--- src/rtl/pio_arb_pkg.sv ---
// Shared types and constants for the PIO command arbiter.
// Field widths, action codes, FSM states and the FIFO-stall predicate.
package pio_arb_pkg;

    localparam int unsigned ACT_W  = 4;
    localparam int unsigned MIDX_W = 2;
    localparam int unsigned IDX_W  = 5;
    localparam int unsigned DAT_W  = 32;
    localparam int unsigned NSM    = 4;
    localparam int unsigned GID_W  = 2;

    localparam logic [ACT_W-1:0] ACT_NONE = 4'd0;
    localparam logic [ACT_W-1:0] ACT_PUSH = 4'd1;
    localparam logic [ACT_W-1:0] ACT_PULL = 4'd2;

    typedef enum logic [2:0] {
        IDLE,
        WAIT,
        ISSUE,
        CAPT,
        RESP
    } arb_state_e;

    typedef struct packed {
        logic [ACT_W-1:0]  action;
        logic [MIDX_W-1:0] mindex;
        logic [IDX_W-1:0]  index;
        logic [DAT_W-1:0]  din;
    } pio_cmd_t;

    // A push needs room in the TX FIFO, a pull needs data in the RX FIFO.
    function automatic logic cmd_blocked(
        input pio_cmd_t         cmd,
        input logic [NSM-1:0]   tx_full,
        input logic [NSM-1:0]   rx_empty
    );
        return ((cmd.action == ACT_PUSH) && tx_full[cmd.mindex]) ||
               ((cmd.action == ACT_PULL) && rx_empty[cmd.mindex]);
    endfunction

endpackage

--- src/rtl/pio_rr_arbiter.sv ---
// Combinational requester select: round-robin from ptr, or fixed priority
// (lowest index wins) when PIO_ARB_FIXED_PRIO_EN is defined.
module pio_rr_arbiter
    import pio_arb_pkg::*;
#(
    parameter int unsigned NREQ = 2
) (
    input  logic [NREQ-1:0]  req,
    input  logic [GID_W-1:0] ptr,
    output logic [NREQ-1:0]  gnt_c,
    output logic [GID_W-1:0] gnt_idx_c
);

    logic [NREQ-1:0] req_hi;
    logic [NREQ-1:0] pool;

`ifdef PIO_ARB_FIXED_PRIO_EN
    logic unused_ptr;
    assign unused_ptr = ^ptr;
    assign req_hi     = '0;
`else
    // Requests at or above the pointer get first pick; otherwise wrap around.
    always_comb begin
        req_hi = '0;
        for (int i = 0; i < int'(NREQ); i++) begin
            req_hi[i] = req[i] && (GID_W'(i) >= ptr);
        end
    end
`endif

    assign pool = (|req_hi) ? req_hi : req;

    // Lowest set bit of the pool wins.
    always_comb begin
        gnt_c     = '0;
        gnt_idx_c = '0;
        for (int i = int'(NREQ) - 1; i >= 0; i--) begin
            if (pool[i]) begin
                gnt_c     = NREQ'(1) << i;
                gnt_idx_c = GID_W'(i);
            end
        end
    end

endmodule

--- src/rtl/pio_cmd_arbiter.sv ---
// Shares one PIO command port between NREQ requesters, one command at a time,
// stalling push/pull on FIFO state. Optional macro: PIO_ARB_FIXED_PRIO_EN.
module pio_cmd_arbiter
    import pio_arb_pkg::*;
#(
    parameter int unsigned NREQ     = 2,
    parameter int unsigned WAIT_MAX = 255
) (
    input  logic                    wb_clk_i,
    input  logic                    wb_rst_ni,
    input  logic [NREQ-1:0]         req_valid_i,
    output logic [NREQ-1:0]         req_ready_o,
    input  logic [ACT_W*NREQ-1:0]   req_action_i,
    input  logic [MIDX_W*NREQ-1:0]  req_mindex_i,
    input  logic [IDX_W*NREQ-1:0]   req_index_i,
    input  logic [DAT_W*NREQ-1:0]   req_din_i,
    output logic [NREQ-1:0]         rsp_valid_o,
    output logic                    rsp_err_o,
    output logic [DAT_W-1:0]        rsp_dout_o,
    output logic [ACT_W-1:0]        pio_action_o,
    output logic [MIDX_W-1:0]       pio_mindex_o,
    output logic [IDX_W-1:0]        pio_index_o,
    output logic [DAT_W-1:0]        pio_din_o,
    input  logic [DAT_W-1:0]        pio_dout_i,
    input  logic [NSM-1:0]          tx_full_i,
    input  logic [NSM-1:0]          rx_empty_i
);

    localparam int unsigned WCNT_W = $clog2(WAIT_MAX + 1);

    arb_state_e        state, state_next;
    pio_cmd_t          cmd_q, cmd_d, sel_cmd;
    logic [GID_W-1:0]  gid_q, gid_d;
    logic [GID_W-1:0]  ptr_q, ptr_d;
    logic [WCNT_W-1:0] wcnt_q, wcnt_d;
    logic              err_q, err_d;
    logic              blocked;

    logic [NREQ-1:0]   ready_d;
    logic [NREQ-1:0]   rsp_valid_d;
    logic              rsp_err_d;
    logic [DAT_W-1:0]  rsp_dout_d;
    logic [ACT_W-1:0]  action_d;

    logic [NREQ-1:0]   gnt_c;
    logic [GID_W-1:0]  gnt_idx_c;

    pio_rr_arbiter #(
        .NREQ (NREQ)
    ) u_arb (
        .req       (req_valid_i),
        .ptr       (ptr_q),
        .gnt_c     (gnt_c),
        .gnt_idx_c (gnt_idx_c)
    );

    // Command fields of the granted requester.
    always_comb begin
        sel_cmd = '0;
        for (int i = 0; i < int'(NREQ); i++) begin
            if (gnt_c[i]) begin
                sel_cmd.action = req_action_i[i*ACT_W +: ACT_W];
                sel_cmd.mindex = req_mindex_i[i*MIDX_W +: MIDX_W];
                sel_cmd.index  = req_index_i[i*IDX_W +: IDX_W];
                sel_cmd.din    = req_din_i[i*DAT_W +: DAT_W];
            end
        end
    end

    assign blocked = cmd_blocked(cmd_q, tx_full_i, rx_empty_i);

    // Next-state and registered-output decode.
    always_comb begin
        state_next  = state;
        cmd_d       = cmd_q;
        gid_d       = gid_q;
        ptr_d       = ptr_q;
        wcnt_d      = wcnt_q;
        err_d       = err_q;
        ready_d     = '0;
        rsp_valid_d = '0;
        action_d    = ACT_NONE;
        rsp_err_d   = rsp_err_o;
        rsp_dout_d  = rsp_dout_o;

        unique case (state)
            IDLE: begin
                if (|req_valid_i) begin
                    ready_d    = gnt_c;
                    cmd_d      = sel_cmd;
                    gid_d      = gnt_idx_c;
                    err_d      = 1'b0;
`ifdef PIO_ARB_FIXED_PRIO_EN
                    ptr_d      = '0;
`else
                    ptr_d      = (gnt_idx_c == GID_W'(NREQ - 1)) ? '0 : gnt_idx_c + 1'b1;
`endif
                    state_next = WAIT;
                end
            end
            WAIT: begin
                if (!blocked) begin
                    state_next = ISSUE;
                end else begin
                    wcnt_d = wcnt_q + 1'b1;
                    if (wcnt_d == WCNT_W'(WAIT_MAX)) begin
                        err_d      = 1'b1;
                        state_next = RESP;
                    end
                end
            end
            ISSUE: begin
                action_d   = cmd_q.action;
                state_next = CAPT;
            end
            CAPT: begin
                state_next = RESP;
            end
            RESP: begin
                // PIO dout is valid the cycle after the strobe, which is this one.
                rsp_valid_d = NREQ'(1) << gid_q;
                rsp_err_d   = err_q;
                if (!err_q) begin
                    rsp_dout_d = pio_dout_i;
                end
                wcnt_d      = '0;
                cmd_d       = '0;
                state_next  = IDLE;
            end
            default: begin
                state_next = IDLE;
            end
        endcase
    end

    always_ff @(posedge wb_clk_i or negedge wb_rst_ni) begin
        if (!wb_rst_ni) begin
            state <= IDLE;
        end else begin
            state <= state_next;
        end
    end

    always_ff @(posedge wb_clk_i or negedge wb_rst_ni) begin
        if (!wb_rst_ni) begin
            cmd_q        <= '0;
            gid_q        <= '0;
            ptr_q        <= '0;
            wcnt_q       <= '0;
            err_q        <= 1'b0;
            req_ready_o  <= '0;
            rsp_valid_o  <= '0;
            rsp_err_o    <= 1'b0;
            rsp_dout_o   <= '0;
            pio_action_o <= ACT_NONE;
        end else begin
            cmd_q        <= cmd_d;
            gid_q        <= gid_d;
            ptr_q        <= ptr_d;
            wcnt_q       <= wcnt_d;
            err_q        <= err_d;
            req_ready_o  <= ready_d;
            rsp_valid_o  <= rsp_valid_d;
            rsp_err_o    <= rsp_err_d;
            rsp_dout_o   <= rsp_dout_d;
            pio_action_o <= action_d;
        end
    end

    // Latched command drives the PIO fields from grant until RESP exits.
    assign pio_mindex_o = cmd_q.mindex;
    assign pio_index_o  = cmd_q.index;
    assign pio_din_o    = cmd_q.din;

endmodule

--- config.mk ---
export PLATFORM = sky130hd
export DESIGN_NAME = pio_cmd_arbiter
export DESIGN_NICKNAME = d
export VERILOG_FILES = /design/src/rtl/pio_arb_pkg.sv /design/src/rtl/pio_rr_arbiter.sv /design/src/rtl/pio_cmd_arbiter.sv
export SDC_FILE = /design/constraint.sdc
export NUM_CORES = 1
export LEC_CHECK = 0
export ABC_AREA = 1
export BUFFER_PORTS_ARGS = -buffer_cell sky130_fd_sc_hd__buf_2
export CORE_AREA = 2 2 147 77
export DETAILED_ROUTE_END_ITERATION = 8
export DIE_AREA = 0 0 149 79
export GPL_ROUTABILITY_DRIVEN = 0
export PLACE_DENSITY_LB_ADDON = 0.12
export SETUP_SLACK_MARGIN = 0.5
export SYNTH_ARGS = -nofsm -noshare
export SYNTH_HDL_FRONTEND = slang
export SYNTH_SLANG_ARGS = --single-unit
export TNS_END_PERCENT = 5
--- constraint.sdc ---
create_clock -name wb_clk_i -period 1.6 [get_ports wb_clk_i]
set_input_delay 0.08 -clock wb_clk_i [delete_from_list [all_inputs] [get_ports wb_clk_i]]
set_output_delay 0.08 -clock wb_clk_i [all_outputs]
set_load 0.005 [all_outputs]
Word-level counts from Yosys, hierarchy flattened
Cells that the tools add are included.
- flip-flop bits (word level): 100
- bits of input ports: 130
- output and inout port bits: 80
- word-level logic and storage cells: 78
- add/sub/neg operators: 2
- magnitude comparators: 3
- equality and inequality tests: 12
- shift operators: 1
- multiplexer cells: 28
- bitwise gates (word level): 1
- reduce and logical (&&, ||, !) cells: 17
- operators with widths (kind ; count):
    $mux W43 ; 3
    $pmux W43 S2 ; 1
    $pmux W8 S2 ; 1
    $mux W2 ; 7
    $pmux W3 S4 ; 1
    $reduce_and A2 Y1 ; 5
    $mux W3 ; 3
    $add A8 B1 Y8 const B ; 1
    $eq A8 B8 Y1 const B ; 1
    $mux W8 ; 1
    $mux W1 ; 7
    $eq A3 B2 Y1 const B ; 2
    $ne A2 B2 Y1 const B ; 3
    $reduce_bool A2 Y1 ; 3
    $bmux W1 S2 ; 2
    $eq A4 B1 Y1 const B ; 1
    $eq A4 B2 Y1 const B ; 1
    $ge A1 B2 Y1 const A ; 2
    $logic_and A1 B1 Y1 ; 4
    $mux W4 ; 1
    $reduce_and A4 Y1 ; 1
    $reduce_or A2 Y1 ; 2
    $eq A3 B1 Y1 const B ; 1
    $eq A3 B3 Y1 const B ; 1
    other kinds (9) ; 9

Logic depth before layout (Yosys ltp)
Gate-level depths: netlist of the first run.
- word-level depth: 10
- depth in mapped cells: 12
- mapped depth without buffers: 12

Hierarchy
Synthesis of the first run repeated with hierarchy kept, for this count alone.
- cells, all modules: 539
- area, all modules: 4735.8 µm²
- by module, submodules not included (module ; instances ; cells each ; area an instance (µm²) ; sequential area each (µm²)):
    pio_cmd_arbiter ; 1 ; 529 ; 4684.5 ; 2502.4
    pio_rr_arbiter ; 1 ; 10 ; 51.3 ; 0.0

Least setup slack after synthesis of the first run
Ideal clock, no wire load.
- path type: reg2reg
- from: register wcnt_q[0]
- to: register err_q
- library setup time: 0.117 ns
- arrival time: 1.305 ns
- data required time: 1.483 ns
- slack: 0.178 ns
- stages on the path, launching flop included: 12
- path buffers: 0
- period minus slack after synthesis: 1.422 ns
- path through: dfrtp_1 > ha_1 > nand3_1 > nand2_1 > nand2_1 > nand3_1 > nor2_2 > nand3_1 > nand2_1 > nand2_1 > nand2_1 > nand2_1
- cells in the longest elaborated chain, start to end: 4
- RTL lines (item ; line ; RTL):
    start: declaration ; pio_cmd_arbiter.sv:35 ; logic [WCNT_W-1:0] wcnt_q, wcnt_d;
    start signal: assignment ; pio_cmd_arbiter.sv:160 ; wcnt_q <= wcnt_d;
    $add A8 B1 Y8 ; pio_cmd_arbiter.sv:105 ; wcnt_d = wcnt_q + 1'b1;
    $eq A8 B8 Y1 ; pio_cmd_arbiter.sv:106 ; if (wcnt_d == WCNT_W'(WAIT_MAX)) begin
    $ne A2 B2 Y1 (no line) ; - ;
    $reduce_and A4 Y1 (no line) ; - ;
    end signal: assignment ; pio_cmd_arbiter.sv:161 ; err_q <= err_d;
    end: declaration ; pio_cmd_arbiter.sv:36 ; logic err_q, err_d;
No other way between the ends.
A chain may end at the register's enable or synchronous reset.

Final worst setup path of the first run
- from: register wcnt_q[4]
- to: register err_q
The elaborated chain is that of the path after synthesis.

==> results of run 1 <==
==> worst min path at each step <==
stage               endpoint     startpoint  slack [ns]
2_1_floorplan      cmd_q[39]      wb_rst_ni       -0.22
3_3_place_gp    pio_din_o[5]      wb_rst_ni        0.07
3_5_place_dp    pio_din_o[5]      wb_rst_ni        0.08
4_1_cts        pio_din_o[17]  req_din_i[49]        0.03
5_1_grt        pio_din_o[17]  req_din_i[49]        0.05
6_report       pio_din_o[17]  req_din_i[49]        0.05
==> sequential cells by signal, summed over array words and instances, names as in the netlist, 2 cells and up <==
signal and cells:
cmd_q 4, wcnt_q 8, rsp_dout_o 32, pio_din_o 32
pio_action_o 4, state 3, req_ready_o 2, rsp_valid_o 2
pio_mindex_o 2, pio_index_o 5
==> metrics by stage <==
stage	power [W]	cell area, sq um	hold WS [ns]	TNS (ns)
2_1_floorplan	0.00658	4990	-0.216	0
3_3_place_gp	0.00778	5980	0.0719	0
3_5_place_dp	0.00790	5980	0.0848	0
4_1_cts	0.0106	6780	0.0337	0
5_1_grt	0.0124	7570	0.0471	-0.0859
6_report	0.0117	7570	0.0466	0
==> routing by layer <==
layer  share of wire [%]  global-route usage [%]  vias up
li1                    -                       -     2430
met1                  45                    34.1     2410
met2                  47                    38.7      210
met3                 6.8                    5.34       20
met4                 1.5                    5.43        0
met5                   0                       0        -
==> repair_timing <==
action,CTS,global route
pin swaps,1,139
setup endpoints to repair,93,94
buffers inserted,6,10
gates cloned,2,4
gates resized for setup,9,176
hold buffers,33,0
endpoints found under the hold margin,64,0
==> final cells by class <==
type / count / area [sq um]
Clock buffer: 11 / 253
Tap cell: 145 / 181
Inverter: 80 / 320
Fill cell: 810 / 3040
Sequential cell: 98 / 2460
Clock inverter: 5 / 67.6
Timing Repair Buffer: 275 / 1860
Multi-Input combinational cell: 412 / 2420
Timing Repair inverter: 1 / 8.76
==> placed cells by master, fill, tap and decap left out, types with 7 or more instances in the layout <==
cell type	netlist	routed
buf_2	19	208
buf_4	43	14
clkbuf_16	0	12
dfrtp_1	98	92
dlygate4sd3_1	0	33
inv_1	73	70
inv_2	6	7
nand2_1	259	192
nand2_2	5	47
nand2_4	1	24
nand3_1	51	13
nand3_2	1	35
nor2_1	20	14
nor2_4	2	7
o21ai_0	27	24
o21ai_1	28	28
==> power groups by stage <==
| stage | combinational (W) | clock, W | sequential [W] |
|---|---|---|---|
| after floorplan | 0.00258 | 0 | 0.00401 |
| after detailed placement | 0.00385 | 0 | 0.00405 |
| after global routing | 0.00568 | 0.00245 | 0.00427 |
| final | 0.00519 | 0.00230 | 0.00416 |
| after CTS | 0.00427 | 0.00235 | 0.00403 |
| after global placement | 0.00374 | 0 | 0.00404 |
==> worst reg2reg max path, cell delays in order, from the launching register on <==
cell     delay, ns
dfrtp_1       0.43
nand2_2       0.11
nor2_1        0.19
nand2_1       0.10
nand2_1       0.07
nand2_1       0.07
nor2_2        0.15
nand3_1       0.11
nand2_1       0.08
nand2_1       0.05
nand2_1       0.05
nand2_1       0.05
==> cell families (layout without fill, tap and decap cells) <==
family	count (synthesis)	in the layout	synth area share (%)
simple gates	343	343	28.2
compound gates	67	67	7.25
fa+ha+maj	2	2	0.503
flops	98	98	49.3
buf+inv	145	372	14.7
==> out/results.tsv, run 1 <==
metric	value	unit
overflow	0	
wl_per_cell	15.3	um
reg2reg_depth	11	
synth.avg_cell_area	7.59	sq um
fmax	638	MHz
worst_ir_drop_vdd	0.000816	V
period_minus_slack	1.57	ns
dieArea	0.0118	sq mm
drc	0	
maxCapViolCount	0	
antenna_found_initial	0	
syn-num-nets	787	
leakage	4.24	nW
crit_path_max_incr_delay	0.43	ns
pwr-share-comb	44.5	%
whs_path_depth	5	
via_count	5070	
final_nets	1009	
maxSlewHeadroom	66.9	%
die_w	149	um
r2r_start	wcnt_q[4]	
drt_wl_total	15.8	mm
reg2reg_slack	0.03	ns
utilization	71.3	%
netlist_instances	655	
grt_pass1_vias	4535	
cp_cell_sequence	nand2_2 > nor2_1 > nand2_1 > nand2_1 > nand2_1 > nor2_2 > nand3_1 > nand2_1 > nand2_1 > nand2_1 > nand2_1	
synth.largest_area_cell	dfrtp_1	
hold_viol	0	
rsz0062_at_grt	true	
synth_edf_count	0	
end_kind	flip-flop	
setup_viol	0	
synthTopCellsByArea	dfrtp_1, nand2_1, buf_4, inv_1, nand3_1	
place_ws	0.0939	ns
syn_area	0.00497	sq mm
diodes	0	
layout-drive-gt1-share	45.9	%
async_reset_ff_share	100	%
track_usage	24.2	%
seqPwrFrac	35.7	%
fin_crit_sh	98.0	%
routed_via_density	4.94	
ys_seq_area_share	49.3	%
setup_ws	0.0316	ns
crit_buf_inv	0	
synth_ff_type	dfrtp_1	
syn2layout_area_growth	52.3	%
synth_most_common_cell	nand2_1	
final_cells	1027	
drt_iter0_markers	347	
start_util	46.9	%
port_buffers	209	
dieHeight	79	um
status	finished clean	
ys.warnings.count	0	
ioPinCount	210	
r2r_end	err_q	
cts_root_buf	clkbuf_16	
p_switching	0.00457	W
core_area	0.0106	sq mm
swShare	39.2	%
place_inst	956	
clock_skew	0.00592	ns
critPathCapture	err_q	
ys_types	27	
ys_ff_latch	98	
cp.depth	11	
cts.sinks	98	
worst_hold_path_type	in2reg	
required	1.83	ns
synth_common_cells	nand2_1, dfrtp_1, inv_1, nand3_1, buf_4	
slew_viol_final	0	
worst_pin_slew	0.496	ns
cts_buffer_depth	2	
cp_data_arrival_time	1.80	ns
rows	27	
startpoint	wcnt_q[4]	
hpwlAfterDp	9.63	mm
path_max_fanout	4	
cts_made_buffers	9	
slowest_stage	dfrtp_1	
cts_tree	done	
clkPwrFrac	19.8	%
crit_top_cell	nand2_1	
grt_pass1_wl	22.3	mm
drt_first_pass_iters	5	
insertion_delay	0.34	ns
p_per_area	1540	mW/mm^2
clk_pin_slew	0.07	ns
crit_family	simple AND/OR/NAND/NOR gates	
critPathLaunchType	flip-flop	
grt_max_degree	45	
crit_type	reg2reg	
ant_nets	0	
synth_top_area_share	49.3	%
h-tree-depth	3	
p_int	0.00708	W
(Power assumes the default switching activity.)
==> inputs of run 2 (changes only) <==
PLACE_DENSITY_LB_ADDON = 0.25   (was 0.12)
==> out/results.tsv, run 2 (synthesized netlist as in run 1, its figures left out) <==
metric	value	unit	change
status	finished clean		
end_kind	flip-flop		
cp_data_arrival_time	1.73	ns	-0.07 ns
layout-drive-gt1-share	34.7	%	-11 points
whs_path_depth	5		unchanged
h-tree-depth	3		unchanged
rsz0062_at_grt	true		
grt_pass1_wl	22.7	mm	+1.4%
r2r_start	wcnt_q[0]		
leakage	4.02	nW	-5.2%
holdCritStartpoint	req_din_i[35]		
total_power	0.0111	W	-4.7%
fin_crit_sh	94.5	%	-3.6 points
cts.sinks	98		unchanged
dieHeight	79	um	unchanged
min_to	pio_din_o[3]		
diodes	0		unchanged
start_util	46.9	%	unchanged
clk_pin_slew	0.07	ns	about the same
ioPinCount	210		unchanged
period_minus_slack	1.51	ns	-0.0569 ns
placed_area	0.00598	sq mm	about the same
maxSlewHeadroom	76.3	%	+9.4 points
worst_hold_path_type	in2reg		
cts_buffer_depth	2		unchanged
routed_via_density	4.79		-2.9%
crit_type	reg2reg		
crit_path_max_incr_delay	0.42	ns	about the same
path_max_fanout	4		unchanged
drt_wl_total	14.3	mm	-9.4%
drt_iter0_markers	204		-41%
slew_viol_final	0		unchanged
final_common_cell	nand2_1		
p_per_area	1570	mW/mm^2	+2.2%
utilization	66.5	%	-4.8 points
fmax	662	MHz	+3.8%
reg2reg_depth	12		+1
rows	27		unchanged
via_count	4935		-2.7%
drc	0		unchanged
required	1.82	ns	about the same
clock_skew	0.00806	ns	+0.00214 ns
hpwlAfterDp	9.75	mm	+1.3%
antenna_found_initial	0		unchanged
grt_pass1_vias	4655		+2.6%
overflow	0		unchanged
track_usage	24.3	%	+0.087 points
maxCapViolCount	0		unchanged
ant_nets	0		unchanged
die_w	149	um	unchanged
core_area	0.0106	sq mm	unchanged
cts_root_buf	clkbuf_16		
setup_viol	0		unchanged
design_area	0.00705	sq mm	-6.8%
wl_per_cell	13.9	um	-9.7%
tns	0	ns	unchanged
drt_first_pass_iters	4		-1
worst_ir_drop_vdd	0.000777	V	-4.8%
final_nets	1012		+0.30%
crit_family	simple AND/OR/NAND/NOR gates		
insertion_delay	0.34	ns	about the same
slowest_stage	dfrtp_2		
port_buffers	209		unchanged
hold_viol	0		unchanged
worst_pin_slew	0.352	ns	-0.144 ns
layout_common_cells	nand2_1, buf_2, dfrtp_1		
crit_top_cell	nand2_1		
grt_max_degree	41		-8.9%
r2r_end	err_q		
dieArea	0.0118	sq mm	unchanged
cp_cell_sequence	ha_4 > inv_2 > nand2_2 > nand2_2 > nor2_2 > nand3_2 > nor2_2 > nand3_1 > nand2_1 > nand2_1 > nand2_1 > nand2_1		
critPathLaunchType	flip-flop		
syn2layout_area_growth	41.9	%	
cts_tree	done		
crit_buf_inv	1		+1
cts_made_buffers	9		unchanged
reg2reg_slack	0.09	ns	+0.06 ns
-- run 2: tightest hold or removal path: stages --
cell     delay, ns
buf_2         0.07
nand2_1       0.04
o21ai_0       0.06
nand2_1       0.05
nand2_1       0.05
-- run 2: worst max path at each step --
stage	slack, ns	depth (start not counted)	from	endpoint
2_1_floorplan	0.21	10	wcnt_q[1]	err_q
3_5_place_dp	0.12	12	wcnt_q[0]	err_q
3_3_place_gp	0.14	12	wcnt_q[0]	err_q
6_report	0.09	12	wcnt_q[0]	err_q
5_1_grt	-0.03	10	wcnt_q[0]	err_q
4_1_cts	0.13	12	wcnt_q[0]	err_q
-- run 2: routing by layer --
| metal | routed length [um] | track usage, % | vias to the layer above |
|---|---|---|---|
| li1 | - | - | 2424 |
| met1 | 6410 | 33.4 | 2288 |
| met2 | 6620 | 39.9 | 205 |
| met3 | 1060 | 5.06 | 18 |
| met4 | 183 | 6.00 | 0 |
| met5 | 0 | 0 | - |
-- run 2: timing repair --
item,in CTS,in global routing
pin swaps,4,12
gates resized for setup,19,29
setup buffers,15,2
hold buffers,33,0
endpoints found under the setup margin,92,94
gates cloned,4,1
endpoints found under the hold margin,130,0
-- run 2: cell type report --
type	count	area, sq um
clock buffers	10	229
repair buffers	279	1890
clock inverters	6	67.6
fillers	905	3550
well taps	145	181
flip-flops and latches	98	2460
inverters	80	317
multi-input cells	412	1910
-- run 2: stage by stage --
stage	hold WS [ns]	setup slack [ns]	cells
floorplan	-0.216	0.211	655
global placement	-0.0242	0.144	959
detailed placement	-0.0153	0.121	959
CTS	0.0333	0.135	1027
global route	0.0560	-0.0268	1030
finish	0.0452	0.0884	1030
-- run 2: power breakdown --
| part | internal (W) | total, W | switching (W) |
|---|---|---|---|
| combinational | 0.00233 | 0.00491 | 0.00258 |
| sequential | 0.00346 | 0.00406 | 0.000595 |
| clock | 0.00122 | 0.00214 | 0.000921 |
| total | 0.00701 | 0.0111 | 0.00409 |
==> inputs of run 3 (changes only) <==
ABC_AREA = not set   (was 1)
CORE_AREA = 2 2 142 75   (was 2 2 147 77)
DIE_AREA = 0 0 144 77   (was 0 0 149 79)
GPL_ROUTABILITY_DRIVEN = not set   (was 0)
TNS_END_PERCENT = 50   (was 5)
==> out/results.tsv, run 3 <==
metric	value	unit	change
cts_root_buf	clkbuf_16		
setup_viol	24		+24
die_w	144	um	-3.4%
slowest_stage	dfrtp_1		
core_area	0.00986	sq mm	-7.1%
dieArea	0.0111	sq mm	-5.8%
async_reset_ff_share	100	%	unchanged
grt_max_degree	47		+15%
worst_ir_drop_vdd	0.00109	V	+40%
cts_tree	done		
synth_top_area_share	54.8	%	+5.4 points
clk_pin_slew	0.07	ns	about the same
path_max_fanout	6		+2
holdCritStartpoint	req_din_i[58]		
final_cells	789		-23%
drt_wl_total	14.2	mm	-0.59%
dieHeight	77	um	-2.5%
slew_viol_final	0		unchanged
antenna_found_initial	0		unchanged
setup_ws	-0.160	ns	-0.249 ns
synthTopCellsByArea	dfrtp_1, mux2_2, a22oi_1, buf_4, o21ai_0		
ys_ff_latch	98		unchanged
synth.largest_area_cell	dfrtp_1		
crit_path_max_incr_delay	0.45	ns	+0.03 ns
cts_buffer_depth	2		unchanged
final_nets	776		-23%
cts_made_buffers	9		unchanged
required	1.83	ns	about the same
hold_viol	0		unchanged
ys_seq_area_share	54.8	%	+5.4 points
place_inst	718		-25%
reg2reg_slack	-0.16	ns	-0.25 ns
maxCapViolCount	0		unchanged
leakage	3.58	nW	-11%
synth_common_cells	dfrtp_1, nand2_1, o21ai_0, a22oi_1, buf_4		
hpwlAfterDp	8.79	mm	-9.9%
ant_nets	0		unchanged
cts.sinks	98		unchanged
gp_congestion	0.873		
crit_type	reg2reg		
drc	0		unchanged
routed_via_density	5.22		+8.9%
ys_types	33		+22%
syn2layout_area_growth	58.3	%	
cp_data_arrival_time	1.99	ns	+0.26 ns
overflow	0		unchanged
clock_skew	0.00747	ns	-0.000592 ns
layout-drive-gt1-share	60.2	%	+26 points
worst_hold_slack	0.00813	ns	-0.0371 ns
critPathLaunchType	flip-flop		
synth_edf_count	0		unchanged
layout_common_cells	buf_2, dfrtp_1, a22oi_1		
fmax	568	MHz	-14%
status	finished, violations left		
end_kind	flip-flop		
ys.warnings.count	0		unchanged
final_common_cell	buf_2		
worst_hold_path_type	in2reg		
netlist_instances	406		-38%
worst_pin_slew	0.293	ns	-0.0593 ns
design_area	0.00709	sq mm	+0.48%
synth_ff_type	dfrtp_1		
via_count	4118		-17%
placed_area	0.00572	sq mm	-4.3%
r2r_end	wcnt_q[3]		
insertion_delay	0.34	ns	about the same
ioPinCount	210		unchanged
cp_cell_sequence	nor4b_4 > a22oi_2 > or3_4 > and2_4 > a211o_1		
grt_pass1_vias	4097		-12%
critPathCapture	wcnt_q[3]		
fin_crit_sh	110	%	+16 points
port_buffers	209		unchanged
wl_per_cell	18.0	um	+30%
p_per_area	1760	mW/mm^2	+12%
reg2reg_depth	5		-7
synth_most_common_cell	dfrtp_1		
drt_first_pass_iters	4		unchanged
track_usage	24.7	%	+0.41 points
r2r_start	cmd_q[39]		
h-tree-depth	3		unchanged
rsz0062_at_grt	true		
startpoint	cmd_q[39]		
syn_area	0.00448	sq mm	-9.9%
rows	26		-3.7%
period_minus_slack	1.76	ns	+0.249 ns
tns	-1.15	ns	-1.15 ns
diodes	0		unchanged
synth.avg_cell_area	11.0	sq um	+45%
syn-num-nets	538		-32%
maxSlewHeadroom	80.3	%	+4.1 points
start_util	45.4	%	-1.4 points
violations	setup timing		
drt_iter0_markers	204		unchanged
grt_pass1_wl	21.2	mm	-6.5%
==> run 3: cell types whose count changed in the layout (fill, tap and decap cells not counted), sizes merged, moves of 3 or more <==
| cell | change |
|---|---|
| nand2 | -213 |
| inv | -73 |
| a22oi | +44 |
| nand3 | -43 |
| mux2 | +33 |
| nor2 | -17 |
| buf | +12 |
| and3 | +6 |
| o21ai | -6 |
| a21o | +5 |
| and2 | +4 |
| nand2b | +4 |
| o22ai | -4 |
| a21oi | +3 |
==> run 3: kinds of logic after synthesis <==
logic type	count (synthesis)	synth area share, %
AND/OR/NAND/NOR	91	9.81
AO/OA/AOI/OAI	111	15.6
multiplexers	35	9.47
adder cells (fa/ha/maj)	2	0.559
buffers and inverters	66	9.20
flip-flops	98	54.8
XOR/XNOR	3	0.587
==> run 3: worst min path at each step <==
| stage | slack, ns | to | cells past startpoint |
|---|---|---|---|
| after global placement | -0.02 | pio_index_o[2] | 1 |
| final | 0.008 | pio_din_o[26] | 3 |
| after detailed placement | -0.01 | pio_index_o[3] | 1 |
| after CTS | 0.01 | pio_din_o[3] | 3 |
| after global routing | 0.01 | pio_din_o[22] | 3 |
| after floorplan | -0.22 | cmd_q[39] | 0 |
==> run 3: metrics by stage <==
step	worst slack (ns)	power [W]	util (%)
after detailed placement	-0.307	0.00816	58.1
after global routing	-0.240	0.0132	71.9
after floorplan	-0.220	0.00678	-
final	-0.160	0.0125	71.9
after CTS	-0.214	0.0115	68.3
after global placement	-0.227	0.00800	58.1
==> run 3: layer usage <==
metal	track usage, %	wire, um	share of wire, %
met5	0	0	0
met2	39.6	6680	47
met4	4.51	160	1.1
met3	5.18	956	6.7
met1	35.2	6390	45
==> run 3: repair_timing <==
item                                   CTS  global route
pin swaps                               26            29
gates cloned                             6             2
hold buffers                            33             0
endpoints found under the hold margin  130             0
buffers inserted                         6             8
resized for setup                       76            93
setup endpoints to repair               94            94
==> run 3: final cells by class <==
cell class | count | area (sq um)
clock buffer | 9 | 225
timing repair buffer | 291 | 2050
tap | 140 | 175
multi-input combinational | 242 | 2090
sequential | 98 | 2450
inverter | 2 | 7.51
clock inverter | 7 | 83.8
fill | 705 | 2770
==> run 3: critical path: cells and delay by family (launching register included) <==
family,cells,cell delay (ns)
and+or+nand+nor,3,0.87
DFF,1,0.45
AOI/OAI and AO/OA,2,0.33
==> run 3: power by group <==
part	switching [W]	internal, W
clock	0.000982	0.00125
combinational	0.00275	0.00333
sequential	0.000727	0.00345
total	0.00445	0.00803
